## src/rtl/bfs_pkg.sv

```systemverilog
// Shared constants for the BFS occupancy-word run controller and its writeback FIFO.
// Holds the state encoding, the word width, error codes and a start-acceptance helper.
package bfs_pkg;

  localparam int OCC_WORD_W = 64;

  localparam logic [2:0] ST_IDLE  = 3'd0;
  localparam logic [2:0] ST_CLR   = 3'd1;
  localparam logic [2:0] ST_RUN   = 3'd2;
  localparam logic [2:0] ST_DRAIN = 3'd3;
  localparam logic [2:0] ST_DONE  = 3'd4;
  localparam logic [2:0] ST_ERR   = 3'd5;

  localparam logic [1:0] ERR_NONE = 2'd0;
  localparam logic [1:0] ERR_OVF  = 2'd1;
  localparam logic [1:0] ERR_TMO  = 2'd2;

  // Any state outside the active run phases accepts a start, so unused encodings recover too.
  function automatic logic st_accepts_start(input logic [2:0] s);
    return !((s == ST_CLR) || (s == ST_RUN) || (s == ST_DRAIN));
  endfunction

endpackage

```

## src/rtl/bfs_occ_fifo.sv

```systemverilog
// First-word-fall-through FIFO: head visible on o_dat one cycle after the push that fills an empty FIFO.
// Push while full is accepted only together with a pop; flush wins over push and pop.
module bfs_occ_fifo #(
  parameter int DEPTH = 8,
  parameter int WIDTH = 64,
  localparam int AW = $clog2(DEPTH),
  localparam int CW = AW + 1
) (
  input  logic             i_clk,
  input  logic             i_rst,
  input  logic             i_push,
  input  logic [WIDTH-1:0] i_dat,
  input  logic             i_pop,
  input  logic             i_flush,
  output logic [WIDTH-1:0] o_dat,
  output logic             o_full,
  output logic             o_empty,
  output logic [CW-1:0]    o_count
);

  logic [WIDTH-1:0] mem_q [DEPTH];
  logic [AW-1:0]    wr_ptr_q, wr_ptr_d;
  logic [AW-1:0]    rd_ptr_q, rd_ptr_d;
  logic [CW-1:0]    count_q, count_d;
  logic             do_push, do_pop;

  always_comb begin
    do_pop   = i_pop && !o_empty;
    do_push  = i_push && (!o_full || do_pop);
    wr_ptr_d = wr_ptr_q;
    rd_ptr_d = rd_ptr_q;
    count_d  = count_q;
    if (i_flush) begin
      wr_ptr_d = '0;
      rd_ptr_d = '0;
      count_d  = '0;
    end else begin
      // Pointers wrap naturally because DEPTH is a power of two.
      if (do_push) wr_ptr_d = wr_ptr_q + AW'(1);
      if (do_pop)  rd_ptr_d = rd_ptr_q + AW'(1);
      count_d = count_q + CW'(do_push) - CW'(do_pop);
    end
  end

  always_ff @(posedge i_clk or negedge i_rst) begin
    if (!i_rst) begin
      wr_ptr_q <= '0;
      rd_ptr_q <= '0;
      count_q  <= '0;
    end else begin
      wr_ptr_q <= wr_ptr_d;
      rd_ptr_q <= rd_ptr_d;
      count_q  <= count_d;
    end
  end

  always_ff @(posedge i_clk) begin
    if (do_push && !i_flush) mem_q[wr_ptr_q] <= i_dat;
  end

  assign o_dat   = mem_q[rd_ptr_q];
  assign o_full  = (count_q == CW'(DEPTH));
  assign o_empty = (count_q == '0);
  assign o_count = count_q;

endmodule

```

## src/rtl/bfs_occ_ctrl.sv

```systemverilog
// BFS core run controller: soft reset/enable, send-edge capture into a FIFO, DDR writeback at 8-byte strides.
// Captured word is offered one cycle later; DDR stalls hold addr/data, a capture into a full unpopped FIFO is an error.
module bfs_occ_ctrl
  import bfs_pkg::*;
#(
  parameter int FIFO_DEPTH = 8,
  parameter int ADDR_W     = 32,
  parameter int CLR_CYCLES = 2,
  parameter int TMO_W      = 24
) (
  input  logic                  i_clk,
  input  logic                  i_rst,
  input  logic                  i_start,
  input  logic [ADDR_W-1:0]     i_base_addr,
  input  logic [TMO_W-1:0]      i_timeout,
  output logic                  o_bfs_rst_n,
  output logic                  o_bfs_en,
  input  logic                  i_bfs_finish,
  input  logic [OCC_WORD_W-1:0] i_occ_word,
  input  logic                  i_occ_send,
  output logic                  o_wr_valid,
  output logic [ADDR_W-1:0]     o_wr_addr,
  output logic [OCC_WORD_W-1:0] o_wr_data,
  output logic                  o_wr_last,
  input  logic                  i_wr_ready,
  output logic                  o_busy,
  output logic                  o_done,
  output logic                  o_err,
  output logic [1:0]            o_err_code,
  output logic [15:0]           o_words
);

  localparam int CW    = $clog2(FIFO_DEPTH) + 1;
  localparam int CLR_W = $clog2(CLR_CYCLES + 1);

  logic [2:0]        state_q, state_d;
  logic [CLR_W-1:0]  clr_cnt_q, clr_cnt_d;
  logic              send_q, send_d;
  logic [TMO_W-1:0]  wdog_q, wdog_d;
  logic [ADDR_W-1:0] addr_q, addr_d;
  logic [15:0]       words_q, words_d;
  logic [1:0]        err_code_q, err_code_d;

  logic                  fifo_push, fifo_pop, fifo_flush;
  logic                  fifo_full, fifo_empty;
  logic [CW-1:0]         fifo_count;
  logic [OCC_WORD_W-1:0] fifo_dat;

  logic wr_vld, xfer, cap, ovf, tmo, can_start;

  always_comb begin
    wr_vld     = ((state_q == ST_RUN) || (state_q == ST_DRAIN)) && !fifo_empty;
    xfer       = wr_vld && i_wr_ready;
    cap        = (state_q == ST_RUN) && i_occ_send && !send_q;
    // A pop in the same cycle frees the slot, so only an unpopped full FIFO overflows.
    ovf        = cap && fifo_full && !xfer;
    tmo        = (state_q == ST_RUN) && !cap && (i_timeout != '0) &&
                 ((wdog_q + TMO_W'(1)) == i_timeout);
    can_start  = i_start && st_accepts_start(state_q);
    fifo_push  = cap && !ovf;
    fifo_pop   = xfer;
    fifo_flush = can_start || ovf || tmo;
  end

  always_comb begin
    state_d    = state_q;
    clr_cnt_d  = clr_cnt_q;
    wdog_d     = wdog_q;
    addr_d     = addr_q;
    words_d    = words_q;
    err_code_d = err_code_q;
    send_d     = i_occ_send;

    if (xfer) begin
      addr_d = addr_q + ADDR_W'(8);
      if (words_q != 16'hFFFF) words_d = words_q + 16'd1;
    end

    case (state_q)
      ST_CLR: begin
        if (clr_cnt_q == CLR_W'(CLR_CYCLES - 1)) begin
          state_d = ST_RUN;
          wdog_d  = '0;
        end else begin
          clr_cnt_d = clr_cnt_q + CLR_W'(1);
        end
      end
      ST_RUN: begin
        wdog_d = cap ? '0 : (wdog_q + TMO_W'(1));
        if (ovf) begin
          state_d    = ST_ERR;
          err_code_d = ERR_OVF;
        end else if (tmo) begin
          state_d    = ST_ERR;
          err_code_d = ERR_TMO;
        end else if (i_bfs_finish) begin
          state_d = ST_DRAIN;
        end
      end
      ST_DRAIN: begin
        if (fifo_empty || (xfer && (fifo_count == CW'(1)))) state_d = ST_DONE;
      end
      default: begin
        if (can_start) begin
          state_d    = ST_CLR;
          clr_cnt_d  = '0;
          words_d    = '0;
          err_code_d = ERR_NONE;
          addr_d     = i_base_addr & ~ADDR_W'(7);
        end
      end
    endcase
  end

  always_ff @(posedge i_clk or negedge i_rst) begin
    if (!i_rst) begin
      state_q    <= ST_IDLE;
      clr_cnt_q  <= '0;
      send_q     <= 1'b0;
      wdog_q     <= '0;
      addr_q     <= '0;
      words_q    <= '0;
      err_code_q <= ERR_NONE;
    end else begin
      state_q    <= state_d;
      clr_cnt_q  <= clr_cnt_d;
      send_q     <= send_d;
      wdog_q     <= wdog_d;
      addr_q     <= addr_d;
      words_q    <= words_d;
      err_code_q <= err_code_d;
    end
  end

  bfs_occ_fifo #(
    .DEPTH (FIFO_DEPTH),
    .WIDTH (OCC_WORD_W)
  ) u_fifo (
    .i_clk   (i_clk),
    .i_rst   (i_rst),
    .i_push  (fifo_push),
    .i_dat   (i_occ_word),
    .i_pop   (fifo_pop),
    .i_flush (fifo_flush),
    .o_dat   (fifo_dat),
    .o_full  (fifo_full),
    .o_empty (fifo_empty),
    .o_count (fifo_count)
  );

  assign o_bfs_rst_n = (state_q != ST_CLR);
  assign o_bfs_en    = (state_q == ST_RUN);
  assign o_wr_valid  = wr_vld;
  assign o_wr_addr   = addr_q;
  assign o_wr_data   = wr_vld ? fifo_dat : '0;
  assign o_wr_last   = (state_q == ST_DRAIN) && (fifo_count == CW'(1));
  assign o_busy      = (state_q == ST_CLR) || (state_q == ST_RUN) || (state_q == ST_DRAIN);
  assign o_done      = (state_q == ST_DONE);
  assign o_err       = (state_q == ST_ERR);
  assign o_err_code  = err_code_q;
  assign o_words     = words_q;

endmodule

```

## config.mk

```make
export PLATFORM = sky130hd
export DESIGN_NAME = bfs_occ_ctrl
export DESIGN_NICKNAME = d
export VERILOG_FILES = /design/src/rtl/bfs_pkg.sv /design/src/rtl/bfs_occ_fifo.sv /design/src/rtl/bfs_occ_ctrl.sv
export SDC_FILE = /design/constraint.sdc
export NUM_CORES = 1
export LEC_CHECK = 0
export CORE_AREA = 3 3 202 204
export CTS_BUF_LIST = sky130_fd_sc_hd__clkbuf_8
export DETAILED_ROUTE_END_ITERATION = 12
export DIE_AREA = 0 0 205 207
export DONT_BUFFER_PORTS = 1
export GPL_TIMING_DRIVEN = 0
export PLACE_DENSITY = 0.79
export RECOVER_POWER = 25
export SYNTH_ARGS = -nofsm -noshare
export SYNTH_HDL_FRONTEND = slang
export SYNTH_HIERARCHICAL = 1
export SYNTH_SLANG_ARGS = --single-unit
export TNS_END_PERCENT = 50
```

## constraint.sdc

```tcl
create_clock -name i_clk -period 12.8 [get_ports i_clk]
set_input_delay 1.28 -clock i_clk [delete_from_list [all_inputs] [get_ports i_clk]]
set_output_delay 1.28 -clock i_clk [all_outputs]
set_load 0.03 [all_outputs]
```

==> summary.md, run 1 <==
| Metric | Value |
|---|---|
| Status | complete, no violations |
| Clk_skew | 0.0264 ns |
| Post-CTS resize count | 0 |
| Worst Path Required | 11.52 ns |
| Place WS | 7.91 ns |
| Slew HR | 0.263 |
| Share of cells above drive strength 1 | 0.263 |
| Worst path cell trace | inv_1 > ha_1 > nor3b_1 > nor3b_2 > clkbuf_1 > clkbuf_1 > and2_1 |
| Post-route clock period utilization | 0.375 |
| Worst EP arrival | 3.51 ns |
| Cell Pwr Density | 175 nW/um^2 |
| Crit path max-delay cell type | clkbuf_1 |
| Clock Tree Buf Depth | 3 |
| Final Critical Period | 4.79 ns |
| Area growth syn-to-layout | 12.1% |
| Post-synth EDFFs | 512 |
| Num CTS Buffers | 92 |
| Die width | 205 um |
| Total power | 4.96 mW |
| Clock Latency Late Sink | 0.66 ns |
| Slew @ Worst Pin | 1.10 ns |
| DP Cell Count | 2058 |
| Post-Synth Simple-Gate Area | 0.0820 |
| Final core occ | 0.719 |
| Seq/Total Area, Yosys | 0.694 |
| YS warnings | 6 |
| DPL Wire Length | 37700 um |
| Vias | 13.7k |
| Synthesized area per cell | 17.4 um^2 |
| First DRT Iteration DRCs | 1114 |
| Min-Delay Path Class | in2async |
| Worst R2R Path Depth | 14 |
| Max Cap Viol | 0 |
| Core footprint | 39500 um^2 |
| Worst setup SP type | flop |
| Via density | 6.17 |
| Cell variety after synth | 73 |
| F_max | 0.209 GHz |
| Main combinational cell family by area after synthesis | multiplexers |
| Setup crit start | u_fifo/o_count[2] |
| CTS Root Buffer Type | clkbuf_8 |
| Top post-synthesis cells by area | edfxtp_1 (61%), mux4_2 (11%), dfrtp_1 (8.6%), mux2_2 (2.9%), and2_1 (1.7%) |
| Seq cells post-synth | 599 |
| Die Height | 207 um |
| Clock transition at path regs | 0.06 ns |
| Antenna diodes | 0 |
| Maximum vdd drop | 0.138 mV |
| Worst-path fanout max | 10 |
| Post-CTS Hold Buffers | 0 |
| R2R Path Start | wdog_q[0] |
| Synth Area in XOR/XNOR | 0.0242 |
| Overflow after GRT | 0 |
| Starting density of the core | 0.641 |
| Global-route wire length before repair | 84200 um |
| Setup Crit Path Kind | reg2out |
| Total GRT Usage | 0.261 |
| Vias in the first global route | 14.4k |
| Yosys top cell area share | 0.608 |
| DR WL/cell | 24.6 um |
| GPL Wtd Cong | 0.881 |
| DIE AREA | 42400 um^2 |
| Post-synth top cells | edfxtp_1 (512), mux4_2 (128), dfrtp_1 (87), nand2_1 (86), and2_1 (68) |
| Htree depth | 3 |
| Post-CTS Setup Repair Bufs | 0 |
| Mux share of post-synthesis cell area | 0.145 |
| Drt total wl | 54700 um |
| Fin. max-slew vios | 0 |
| NumNets Final | 1765 |
| Async set-reset flop share out of synthesis | 0.145 |
| Compound-Gate Fraction of Synth Area | 0.0293 |
| Final hold vios | 0 |
| Final cell count without fillers | 2223 |
| DRT Pass-1 Iters | 7 |
| Most frequent cell after synthesis | edfxtp_1 |
| # fillers | 2392 |
| Area leader, netlist | edfxtp_1 |
| Top FF cell, synth | edfxtp_1 |
| Final worst setup slack | 8.01 ns |
| CTS tree | built |
| Critical path's largest stage delay | 0.74 ns |
| CP top delay family | buffers and inverters |
| Largest net degree at the start of global routing | 88 |
| IO Count | 247 |
| Final setup violation count | 0 |
| Clock sinks | 599 |
| Most frequent CP cell | clkbuf_1 |
| Std cell rows | 73 |
| Buf/Inv on CP | 3 |
| Remaining antenna violation count after routing | 0 |
| Port Buffers | 0 |
| Adder-Cell Fraction of Synth Area | 0.00624 |
| Initial antenna violation count | 0 |
| DRC Markers | 0 |
| Post-synthesis cell count | 1455 |
| Capturing element type of the critical path | output port |
| Crit path depth | 7 |
| RSZ-0062 raised after global routing | false |
| Leakage | 9.49 nW |
| Mapped Area | 25300 um^2 |
[layout by cell type (no fill, tap or decap), drive strengths merged, types with 34 or more instances in the layout]
| cell type | synthesis | final |
|---|---|---|
| edfxtp | 512 | 512 |
| clkbuf | 40 | 139 |
| mux4 | 128 | 128 |
| buf | 35 | 111 |
| dfrtp | 87 | 87 |
| nand2 | 86 | 86 |
| and2 | 69 | 69 |
| o21ai | 68 | 68 |
| mux2 | 65 | 65 |
| nor2 | 58 | 58 |
| clkinv | 1 | 39 |
| xor2 | 38 | 38 |
| inv | 10 | 37 |
| nand3 | 34 | 34 |
[final cells by class]
type | count | area [um^2] | share of cell area
Sequential cell | 599 | 17600 | 0.619
Clock inverter | 66 | 304 | 0.0107
Tap cell | 525 | 657 | 0.0232
Clock buffer | 99 | 1360 | 0.0481
Multi-Input combinational cell | 772 | 7320 | 0.258
Inverter | 11 | 41.3 | 0.00146
Buffer | 75 | 427 | 0.0150
Timing Repair Buffer | 76 | 691 | 0.0244
[metrics by stage]
stage,cell area [um^2],hold WS [ns],TNS [ns]
floorplan,25300,0.466,0
global placement,25900,0.484,-917.81
detailed placement,26700,0.492,0
CTS,28400,0.276,0
global route,28400,0.279,0
finish,28400,0.327,0
[flip-flops by register name, summed over array words and instances, names as in the netlist]
name,cells
clr_cnt_q,2
o_err_code,2
o_words,16
o_wr_addr,29
send_q,1
state_q,3
u_fifo/mem_q,512
u_fifo/o_count,4
u_fifo/rd_ptr_q,3
u_fifo/wr_ptr_q,3
wdog_q,24
[path summary, 6_finish.rpt]
check | end | slack, ns
worst min-delay path | wdog_q[10] | 0.33
min in group i_clk | clr_cnt_q[1] | 0.50
worst max register to register | u_fifo/mem_q[0][45] | 8.01
worst min register to register | clr_cnt_q[1] | 0.50
worst max-delay path | o_wr_data[21] | 8.01
max in group asynchronous | o_wr_addr[18] | 12.33
[cell families after synthesis]
logic type                 after synthesis
xor gates and xnor gates                70
buffers and inverters                   86
adders and majority gates               12
DFF                                    599
muxes                                  199
other                                    1
AOI/OAI and AO/OA                      123
and+or+nand+nor                        365
[worst reg2reg max path, cell delays in order (launching register included)]
cell and delay (ns):
dfrtp_1 0.45, ha_1 0.37, nand3_4 0.13, nor4_4 0.50, nand2_1 0.20, a22o_1 0.26
o31ai_2 0.26, nor4_4 0.12, nor2_2 0.12, nand2_1 0.10, or3b_2 0.61, nor4_2 0.70
buf_4 0.32, buf_4 0.20, buf_4 0.20
[layer usage]
layer | part of all wire | track usage | wire length [um]
met3 | 0.085 | 0.0795 | 4670
met5 | 0 | 0 | 0
met2 | 0.49 | 0.424 | 26900
met4 | 0.025 | 0.0787 | 1360
met1 | 0.40 | 0.346 | 21700
[power breakdown]
group / switching [mW] / internal (mW) / total, mW / leakage (nW)
combinational: 0.664 / 0.458 / 1.12 / 2.79
sequential: 0.196 / 2.21 / 2.41 / 5.75
clock: 0.716 / 0.717 / 1.43 / 0.954
No activity file was read; power rests on OpenSTA's default activity.
==> run 2, diff against run 1 <==
Clock period 12.8 ns to 4.5 ns, I/O delays scaled along.
==> run 2 against run 1 <==
Against the previous run: combinational power grew to 3.1 times the previous value; count of clock-buffer cells in the layout is 1 lower; clock skew is 0.0011 ns higher; clock power grew to 3.0 times the previous value; wire length is 2.8% higher; sequential share of layout area is 2.9 points lower; critical endpoint is now u_fifo/mem_q[7][31]; highest routed layer is now met5.
==> summary.md, run 2 (synthesized netlist as in run 1, its figures left out) <==
| Metric | Value |
|---|---|
| Status | complete, no violations |
| CTS tree | built |
| Port Buffers | 0 (unchanged) |
| DPL Wire Length | 36800 um (-2.3%) |
| Initial antenna violation count | 8 (+8) |
| Clock Latency Late Sink | 0.67 ns (about the same) |
| Post-route clock period utilization | 0.932 |
| Final setup violation count | 0 (unchanged) |
| Maximum vdd drop | 0.406 mV (+190%) |
| Slew @ Worst Pin | 1.10 ns (+0.000430 ns) |
| IO Count | 247 (unchanged) |
| Max Cap Viol | 0 (unchanged) |
| RSZ-0062 raised after global routing | false |
| Worst R2R Path Depth | 14 (unchanged) |
| Worst hold margin | 0.107 ns (-0.220 ns) |
| Setup Crit Path Kind | reg2reg |
| Htree depth | 3 (unchanged) |
| Worst-path fanout max | 14 (+4) |
| Max FFs per register | 512 (unchanged) |
| F_max | 0.239 GHz |
| Core footprint | 39500 um^2 (unchanged) |
| Capturing element type of the critical path | flop |
| Clk_skew | 0.0274 ns (+0.00108 ns) |
| Clock Tree Buf Depth | 3 (unchanged) |
| Clock sinks | 599 (unchanged) |
| Vias | 14.3k (+3.9%) |
| Final cell count without fillers | 2316 (+4.2%) |
| DRC Markers | 0 (unchanged) |
| NumNets Final | 1842 (+4.4%) |
| Commonest non-fill, non-tap cell in the layout | edfxtp_1 |
| Leakage | 9.97 nW (+5.0%) |
| Overflow after GRT | 0 (unchanged) |
| DR WL/cell | 24.3 um (-1.3%) |
| Remaining antenna violation count after routing | 0 (unchanged) |
| Slew HR | 0.263 (-0.000287) |
| Clock transition at path regs | 0.06 ns (about the same) |
| DP Cell Count | 2025 (-1.6%) |
| Final core occ | 0.754 (+0.0351) |
| Biggest register | u_fifo/mem_q |
| First DRT Iteration DRCs | 1371 (+23%) |
| Largest net degree at the start of global routing | 88 (unchanged) |
| CTS Root Buffer Type | clkbuf_8 |
| Min-Delay Path Class | in2reg |
| Worst EP arrival | 4.55 ns (+1.04 ns) |
| Worst Path Required | 4.86 ns (-6.66 ns) |
| DRT Pass-1 Iters | 5 (-2) |
| Most frequent cells in the layout | edfxtp_1 (512), mux4_2 (128), clkbuf_8 (99), dlygate4sd3_1 (95) |
| Hold Path Stages | 2 |
| Die Height | 207 um (unchanged) |
| Area growth syn-to-layout | 17.6% |
| # fillers | 2267 (-5.2%) |
| Final hold vios | 0 (unchanged) |
| Std cell rows | 73 (unchanged) |
| Die width | 205 um (unchanged) |
| Starting density of the core | 0.641 (unchanged) |
| Cell Pwr Density | 491 nW/um^2 (+180%) |
| Worst setup SP type | flop |
| Final Critical Period | 4.19 ns |
| Total GRT Usage | 0.271 (+0.00939) |
| Share of cells above drive strength 1 | 0.242 (-0.0211) |
| Via density | 6.16 (-0.25%) |
| Fin. max-slew vios | 0 (unchanged) |
| Drt total wl | 56200 um (+2.8%) |
| GPL Wtd Cong | 0.857 (-2.8%) |
| Num CTS Buffers | 93 (+1.1%) |
| Vias in the first global route | 15.1k (+5.0%) |
| DIE AREA | 42400 um^2 (unchanged) |
| Global-route wire length before repair | 87500 um (+3.9%) |
run 2: cell types whose count changed in the layout (fill, tap and decap cells not counted), sizes merged:
cell / change
buf: -19
bufinv: +4
clkbuf: -1
clkinv: -4
clkinvlp: +2
diode: +7
dlygate4sd3: +95
inv: +9
run 2: layer usage:
layer,global-route usage,vias to the layer above,share of wire
met1,0.365,7255,0.39
met5,0,-,0.00023
met4,0.0848,2,0.025
met3,0.0687,113,0.083
li1,-,6255,-
met2,0.441,633,0.50
run 2: area by class of cell:
type                            instances  area (um^2)  area share
Antenna cell                            7         17.5    0.000589
Buffer                                 75          440      0.0148
Multi-Input combinational cell        772         7390       0.249
Inverter                               11         41.3     0.00139
Tap cell                              525          657      0.0221
Sequential cell                       599        17600       0.590
Timing Repair Buffer                  152         1840      0.0619
Clock inverter                         77          442      0.0149
Clock buffer                           98         1350      0.0454
run 2: worst paths after layout:
kind	slack, ns	to	from
max in group asynchronous	3.75	u_fifo/rd_ptr_q[1]	i_rst
min in group asynchronous	0.40	o_err_code[1]	i_rst
hold reg to reg	0.51	wdog_q[23]	wdog_q[23]
hold / removal	0.11	state_q[0]	i_bfs_finish
setup reg to reg	0.31	u_fifo/mem_q[7][31]	wdog_q[10]
setup / recovery	0.31	u_fifo/mem_q[7][31]	wdog_q[10]
run 2: critical path: stages (launching register included):
cell	delay [ns]
dfrtp_1	0.46
nand4_1	0.28
nor4_4	0.49
nand2_1	0.20
a22o_1	0.25
o31ai_2	0.33
nor4_4	0.10
nor2_2	0.12
nand2_1	0.11
clkbuf_8	0.22
nand3b_1	0.39
nor3_4	0.35
buf_16	0.20
buf_8	0.20
buf_16	0.18
run 2: power by group:
| group | internal [mW] | total, mW | switching [mW] |
|---|---|---|---|
| Sequential | 6.28 | 6.85 | 0.562 |
| Clock | 2.26 | 4.34 | 2.08 |
| Combinational | 1.39 | 3.42 | 2.03 |
| Total | 9.94 | 14.6 | 4.66 |
run 2: timing repair:
action / in CTS / in global routing
gates resized for setup: 2 / 1
endpoints found under the hold margin: 629 / 0
endpoints found under the setup margin: 162 / 105
pin swaps: 5 / 2
hold buffers: 96 / 0
setup buffers: 6 / 7
run 2: metrics by stage:
step	setup WS [ns]	power [mW]	setup TNS (ns)	instance area, um^2
floorplan	-0.681	9.46	-150.05	25400
global placement	-2.88	10.1	-1162.41	26100
detailed placement	-0.274	10.2	-16.04	26800
CTS	0.00915	14.7	0	29700
global route	0.0737	15.3	0	29700
finish	0.308	14.6	0	29700
